===== config.mk =====
export PLATFORM = sky130hd
export DESIGN_NAME = imem_loader
export DESIGN_NICKNAME = d
export VERILOG_FILES = /design/src/rtl/imem_loader.sv
export SDC_FILE = /design/constraint.sdc
export NUM_CORES = 1
export LEC_CHECK = 0
export ABC_AREA = 1
export CAP_MARGIN = 10
export CORE_UTILIZATION = 35
export CTS_CLUSTER_DIAMETER = 200
export DETAILED_ROUTE_END_ITERATION = 12
export PLACE_DENSITY = 0.54
export SETUP_SLACK_MARGIN = 0.3
export SYNTH_ARGS = -nofsm -noshare
export SYNTH_HDL_FRONTEND = slang
export SYNTH_SLANG_ARGS = --single-unit

===== constraint.sdc =====
create_clock -name clk -period 3.19 [get_ports clk]
set_input_delay 0.957 -clock clk [delete_from_list [all_inputs] [get_ports clk]]
set_output_delay 0.957 -clock clk [all_outputs]
set_load 0.05 [all_outputs]

===== src/rtl/imem_loader.sv =====
// Boot-time instruction-memory loader: frames a byte stream as word count, little-endian
// words and an XOR checksum, writes words at ascending addresses, and gates the core reset.
module imem_loader #(
    parameter int MEM_SIZE = 2000
) (
    input  logic        clk,
    input  logic        rst_n,
    input  logic        start,
    input  logic        in_valid,
    input  logic [7:0]  in_data,
    output logic        in_ready,
    output logic        mem_we,
    output logic [31:0] mem_addr,
    output logic [31:0] mem_wdata,
    output logic        busy,
    output logic        done,
    output logic        error,
    output logic        cpu_rst_n,
    output logic [2:0]  dbg_state
);

    typedef enum logic [2:0] {
        IDLE  = 3'd0,
        HDR   = 3'd1,
        DATA  = 3'd2,
        CSUM  = 3'd3,
        DONE  = 3'd4,
        ERROR = 3'd5
    } state_t;

    state_t      state, state_nxt;
    logic [1:0]  byte_pos;
    logic [31:0] shreg;
    logic [31:0] word_cnt;
    logic [31:0] idx;
    logic [7:0]  csum;
    logic        acc;
    logic [31:0] word_in;
    logic        last_byte;

    // Handshake: a byte transfers on a rising edge where in_valid && in_ready;
    // in_ready is registered and high exactly while the FSM sits in HDR, DATA or CSUM.
    assign acc       = in_valid && in_ready;
    assign word_in   = {in_data, shreg[31:8]};
    assign last_byte = (byte_pos == 2'd3);

    always_ff @(posedge clk) begin
        if (!rst_n) state <= IDLE;
        else        state <= state_nxt;
    end

    always_comb begin
        state_nxt = state;
        case (state)
            IDLE, DONE, ERROR: if (start) state_nxt = HDR;
            HDR: begin
                if (acc && last_byte) begin
                    if (word_in > 32'(MEM_SIZE)) state_nxt = ERROR;
                    else if (word_in == 32'd0)   state_nxt = CSUM;
                    else                         state_nxt = DATA;
                end
            end
            DATA: if (acc && last_byte && (idx + 32'd1 == word_cnt)) state_nxt = CSUM;
            CSUM: begin
                if (acc) state_nxt = (in_data == csum) ? DONE : ERROR;
            end
            default: state_nxt = IDLE;
        endcase
    end

    always_ff @(posedge clk) begin
        if (!rst_n) begin
            in_ready  <= 1'b0;
            mem_we    <= 1'b0;
            mem_addr  <= 32'd0;
            mem_wdata <= 32'd0;
            byte_pos  <= 2'd0;
            shreg     <= 32'd0;
            word_cnt  <= 32'd0;
            idx       <= 32'd0;
            csum      <= 8'd0;
        end else begin
            in_ready <= (state_nxt == HDR) || (state_nxt == DATA) || (state_nxt == CSUM);
            mem_we   <= 1'b0;
            case (state)
                IDLE, DONE, ERROR: begin
                    if (start) begin
                        byte_pos <= 2'd0;
                        shreg    <= 32'd0;
                        word_cnt <= 32'd0;
                        idx      <= 32'd0;
                        csum     <= 8'd0;
                    end
                end
                HDR: begin
                    if (acc) begin
                        shreg    <= word_in;
                        byte_pos <= byte_pos + 2'd1;
                        if (last_byte) word_cnt <= word_in;
                    end
                end
                DATA: begin
                    if (acc) begin
                        shreg    <= word_in;
                        byte_pos <= byte_pos + 2'd1;
                        csum     <= csum ^ in_data;
                        if (last_byte) begin
                            mem_we    <= 1'b1;
                            mem_addr  <= {idx[29:0], 2'b00};
                            mem_wdata <= word_in;
                            idx       <= idx + 32'd1;
                        end
                    end
                end
                default: ;
            endcase
        end
    end

    assign busy      = (state == HDR) || (state == DATA) || (state == CSUM);
    assign done      = (state == DONE);
    assign error     = (state == ERROR);
    assign cpu_rst_n = done;
    assign dbg_state = state;

endmodule


After elaboration in Yosys (flattened, before gate mapping)
Cells that the tools add are included.
- word-level logic and storage cells: 75
- input bits: 12
- output and inout port bits: 73
- register bits after elaboration: 173
- $lt $le $gt $ge: 1
- reductions and logical operators: 20
- add/subtract/negate cells: 2
- equal/unequal tests: 17
- bitwise operators: 1
- mux-type cells: 24
- operators with widths (operator ; count):
    $mux W32 ; 6
    $pmux W32 S2 ; 3
    $add A32 B1 Y32 const B ; 1
    $eq A32 B32 Y1 ; 1
    $gt A32 B11 Y1 const B ; 1
    $logic_not A32 Y1 ; 1
    $mux W8 ; 2
    $pmux W8 S2 ; 1
    $mux W3 ; 5
    $eq A3 B2 Y1 const B ; 4
    $pmux W3 S4 ; 1
    $reduce_and A3 Y1 ; 4
    $ne A2 B2 Y1 const B ; 5
    $eq A8 B8 Y1 ; 1
    $reduce_and A4 Y1 ; 2
    $xor A8 B8 Y8 ; 1
    $eq A3 B1 Y1 const B ; 2
    $eq A3 B3 Y1 const B ; 2
    $reduce_bool A2 Y1 ; 3
    $logic_or A1 B1 Y1 ; 4
    $mux W2 ; 2
    $pmux W2 S2 ; 1
    $logic_and A1 B1 Y1 ; 3
    $logic_not A3 Y1 ; 1
    other kinds (6) ; 8

Logic depth before layout (Yosys ltp)
- word-level depth: 8
- depth in mapped cells: 17
- depth with buffers taken out: 17

Worst setup path before layout
OpenSTA, ideal clock, no wires.
- kind: register -> output
- start: register state[2] (netlist: dbg_state[2])
- end: output done
- data required time: 2.233 ns
- buffers on the path: 1
- arrival: 2.343 ns
- setup slack: -0.110 ns
- cell stages (with the launch flop): 4
- cells stage by stage: dfxtp_1 -> inv_1 -> nor3_1 -> buf_4
- word-level cells in the longest chain between the ends: 1
- ends and longest elaborated chain (element ; line ; text):
    start: declaration ; 31 ; state_t state, state_nxt;
    start signal: assignment ; 49 ; else state <= state_nxt;
    $eq A3 B3 Y1 ; 121 ; assign done = (state == DONE);
    end: declaration ; 16 ; output logic done,
No other way between the ends.

Final worst setup path
- start: register state[0] (netlist: dbg_state[0])
- end: output dbg_state[0]
- RTL lines (element ; line ; text):
    end: declaration ; 19 ; output logic [2:0] dbg_state
No word-level cell between the ends.

==> reports/results.txt <==
After Yosys synthesis, and, or, nand and nor cells account for 28.65% of the synthesized area. STA puts the critical path data required time at 2.23 ns. Counting cells, the worst reg-to-reg path comes to 17. For this run, the leading register cell type out of synthesis is sky130_fd_sc_hd__dfxtp_1. The final worst setup slack was 0.4315 ns; the max capacitance violation total was 0.

The x dimension of the die was 151.2 um. The cell family contributing the most delay on the critical path is buffers and inverters. After the last flow step, the layout net total stands at 1,177.

Final period demand of the worst path: 2.758 ns. The worst-case IR drop observed on VDD is 352.7 uV. The post-synthesis adder-cell area fraction was 0.3213%.

TritonCTS built the clock tree. The synthesized area per cell was 7.099 um^2. After synthesis, the share of flip-flops with an asynchronous set or reset is 0%. Terminus of the critical flop-to-flop path: in_ready. The complex-gate fraction of the synthesized area is 17.87%, and the number of diodes added for antenna fixing is 0.

The cell at the root of the clock tree is sky130_fd_sc_hd__clkbuf_16. Clock skew on the completed layout was measured at 0.008684 ns. The placeable core area is 21,820 um^2.

The tools report the total detailed-routing wirelength as 22,290 um. The number of post-CTS setup repair buffers was 0. The first global-routing pass estimated 35,620 um of wire. Along the worst hold path, the cell count comes to 2. Walking the worst path, the cells encountered are clkdlybuf4s50_1. Prior to clock tree synthesis, the placed netlist has a worst setup slack of 0.1674 ns. Relative to the synthesized area, the layout overhead comes to 22.94%. The start of the worst register-to-register path is idx[0]. For this design, the CTS-stage hold fixing added 0 buffers. The congestion estimate from routability-driven global placement came to 0.8537. The number of buffers and inverters on the critical path is 1, and the largest fanout on the critical path is 6.

The post-detailed-route DRC marker count was 0; the end-of-flow core utilization was 43.87%. The initial antenna violation count came out at 0. The worst-case hold path end point was csum[0].

The standby leakage power was 0.003803 uW; the headroom to the max-slew limit was 64.96%. Summed over its instances, the top area cell type makes up 42.42% of the synthesized netlist area. Port buffering added 82 buffers.

The tools report the die area as 22,850 um^2. Actual slew at the worst max-slew pin: 0.5240 ns. In this run the power density over the cells is 515.0 nW/um^2.

The final-report setup violation count was 0. The first routing iteration left 532 violations. After synthesis the netlist holds a flip-flop and latch count of 165. The stage delay of the slowest cell on the critical path works out to 0.87 ns.

Total power for the finished layout comes to 4930 uW. The average wire length per cell after detail routing works out to 15.31 um. Nature of the critical path endpoint: an output pin.

The Yosys step of the flow raised 0 warnings. Timing would allow up to 0.3625 GHz. The logs give 102 for the maximum number of pins on one net before global-route repair and 0 for the final-report hold violation count.

The total overflow left after global routing is 0. The H-tree was split into 4 levels. The worst reg-to-reg setup slack came out at 0.62 ns. The logs give 17 for the number of CTS-inserted buffers and 7,230 for the total number of vias.

The setup TNS after final layout is 0 ns, and the sink count of the clock tree is 165. The flow ran to the end, and the final reports show no timing, DRC or antenna violations. Sequential cell area fraction in the yosys report: 42.42%. Data arrives at the worst endpoint at 1.80 ns. The number of global-route vias before repair was 6,533; the site row count was 54. The pre-antenna-repair detailed-routing pass consisted of 5 iterations.

Critical path's slowest cell: sky130_fd_sc_hd__clkdlybuf4s50_1. For the combined area of all synthesized cells, the log shows 7787 um^2. The critical path is of the flip-flop to output pin type. The worst setup path is launched from a flip-flop. The floorplan step set the die height to 151.2 um.

Number of different library cells in the post-synthesis netlist: 42. The run gives 85 as the number of ports placed on the die boundary. The total count of max-transition violations in the final report came out at 0.

The count of nets left with antenna violations once routing finished came out at 0. The number of buffers on the longest clock path was 2; the estimated wirelength of the detail-placed design was 15,390 um. The number of enable flip-flop cells after synthesis is 0. The fraction of synthesized area in multiplexers is 0%, and the number of vias per cell after detailed routing is 4.966. The fraction of final layout cells with drive strength greater than 1 is 7.568%. Setup repair after global routing left no endpoint under its margin. The worst hold path begins at csum[0].

Sorting the synthesized cells by area gives the leading types as sky130_fd_sc_hd__dfxtp_1, sky130_fd_sc_hd__nand2_1, sky130_fd_sc_hd__a21oi_1, sky130_fd_sc_hd__nor2_1, sky130_fd_sc_hd__nand3_1. After clock tree synthesis, the clock-pin slew on the worst setup and hold paths is 0.07 ns. The share of the synthesized netlist area taken by xor and xnor gates came out at 2.619%. Largest family of logic cells by synthesized area: simple AND/OR/NAND/NOR gates. For this configuration, the core starts out at a cell density of 35.68%.

Global routing consumed, over all layers together, 20.40% of the routing resources. Counting tap cells, the placed design contains a total of 1,424 instances. The tightest min-delay check is of the flip-flop to flip-flop type. Number of standard cells in the layout, taps in and fillers out: 1,456. The final-layout fill cell count is 2,271, and the count of mapped cells out of synthesis is 1,097. For the clock latency of the later-clocked register in the worst-skew pair, the log shows 0.43 ns. After layout, the worst path uses 86.47% of the clock period. Of all cell types, the one taking the most synthesized area is sky130_fd_sc_hd__dfxtp_1.
kinds of logic (layout without fill, tap and decap cells):
kind of cell               Yosys count  after routing
other                                1              2
adders and majority gates            2              2
and+or+nand+nor                    502            502
buffers and inverters              162            240
xor gates and xnor gates            17             17
AOI/OAI and AO/OA                  248            248
DFF                                165            165
what timing repair did:
item / in CTS / in global routing
pin swaps: 0 / 0
cloned: 0 / 0
gates resized for setup: 4 / 1
endpoints found under the setup margin: 4 / 1
worst max-delay path by stage:
stage                   end  cells after the start  slack (ns)         start
2_1_floorplan          done                      3        0.34  dbg_state[2]
3_3_place_gp        idx[14]                      9        0.22      in_valid
3_5_place_dp   mem_addr[26]                      9        0.17      in_valid
4_1_cts                busy                      6        0.40  dbg_state[0]
5_1_grt            in_ready                     17        0.32      in_valid
6_report       dbg_state[0]                      1        0.43  dbg_state[0]
sequential cells by signal (all words and copies together) (netlist names):
signal and flops:
idx 32, dbg_state 3, mem_wdata 32, byte_pos 2
word_cnt 32, csum 8, mem_addr 30, shreg 24
mem_we 1, in_ready 1
where the power goes:
group	total [uW]	leakage [uW]	internal [uW]	switching, uW
combinational	618	0.00216	203	415
clock	2120	0.000304	1230	890
sequential	2190	0.00134	2140	53.9
total	4930	0.00380	3570	1360
per-stage QoR:
step	hold slack [ns]	instance area, um^2
after floorplan	0.4363	7801
after global placement	0.4454	8960
after detailed placement	0.4533	8960
after CTS	0.4632	9569
after global routing	0.4847	9574
final	0.4605	9574
placed cells by master, fill, tap and decap left out, drive strengths merged, types with 20 or more instances in the layout:
| master | synthesis | layout |
|---|---|---|
| clkbuf | 42 | 20 |
| nor2 | 143 | 143 |
| nand3 | 78 | 78 |
| a211oi | 26 | 26 |
| dfxtp | 165 | 165 |
| a22oi | 25 | 25 |
| clkdlybuf4s50 | 0 | 77 |
| nand2 | 251 | 251 |
| a21oi | 118 | 118 |
| inv | 107 | 110 |
| o21ai | 75 | 75 |
| buf | 12 | 20 |
layer usage:
| layer | vias to the layer above | share of wire (%) | GRT usage [%] |
|---|---|---|---|
| li1 | 3742 | - | - |
| met5 | - | 0 | 0 |
| met2 | 202 | 43 | 30.23 |
| met3 | 24 | 5.4 | 4.307 |
| met4 | 0 | 1.4 | 5.800 |
| met1 | 3262 | 50 | 29.52 |
synthesized netlist by cell type, types with 2 or more instances:
cell / number
sky130_fd_sc_hd__clkbuf_1: 42
sky130_fd_sc_hd__nor3_1: 5
sky130_fd_sc_hd__nor2_8: 5
sky130_fd_sc_hd__nor2_2: 4
sky130_fd_sc_hd__buf_4: 3
sky130_fd_sc_hd__nand2_4: 3
sky130_fd_sc_hd__nand4_1: 8
sky130_fd_sc_hd__nor2_4: 3
sky130_fd_sc_hd__nand3b_1: 6
sky130_fd_sc_hd__dfxtp_1: 165
sky130_fd_sc_hd__o21ai_0: 72
sky130_fd_sc_hd__xor2_1: 5
sky130_fd_sc_hd__inv_2: 6
sky130_fd_sc_hd__inv_1: 101
sky130_fd_sc_hd__ha_1: 2
sky130_fd_sc_hd__and2_1: 2
sky130_fd_sc_hd__o21ai_1: 2
sky130_fd_sc_hd__nand3_1: 77
sky130_fd_sc_hd__buf_2: 8
sky130_fd_sc_hd__a22oi_1: 25
sky130_fd_sc_hd__nand2_2: 6
sky130_fd_sc_hd__a211oi_1: 26
sky130_fd_sc_hd__nor2_1: 131
sky130_fd_sc_hd__nor4_1: 5
sky130_fd_sc_hd__xnor2_1: 8
sky130_fd_sc_hd__xnor3_1: 4
sky130_fd_sc_hd__nand2_1: 242
sky130_fd_sc_hd__a21oi_1: 117
cell type report:
class	count	area (um^2)	share of cell area (%)
multi-input combinational	771	3882	40.55
clock inverter	12	145.1	1.516
timing repair buffer	100	1020	10.65
sequential	165	3304	34.51
inverter	108	405.4	4.234
clock buffer	20	466.7	4.875
tap	280	350.3	3.659
No activity file was read; power rests on OpenSTA's default activity.
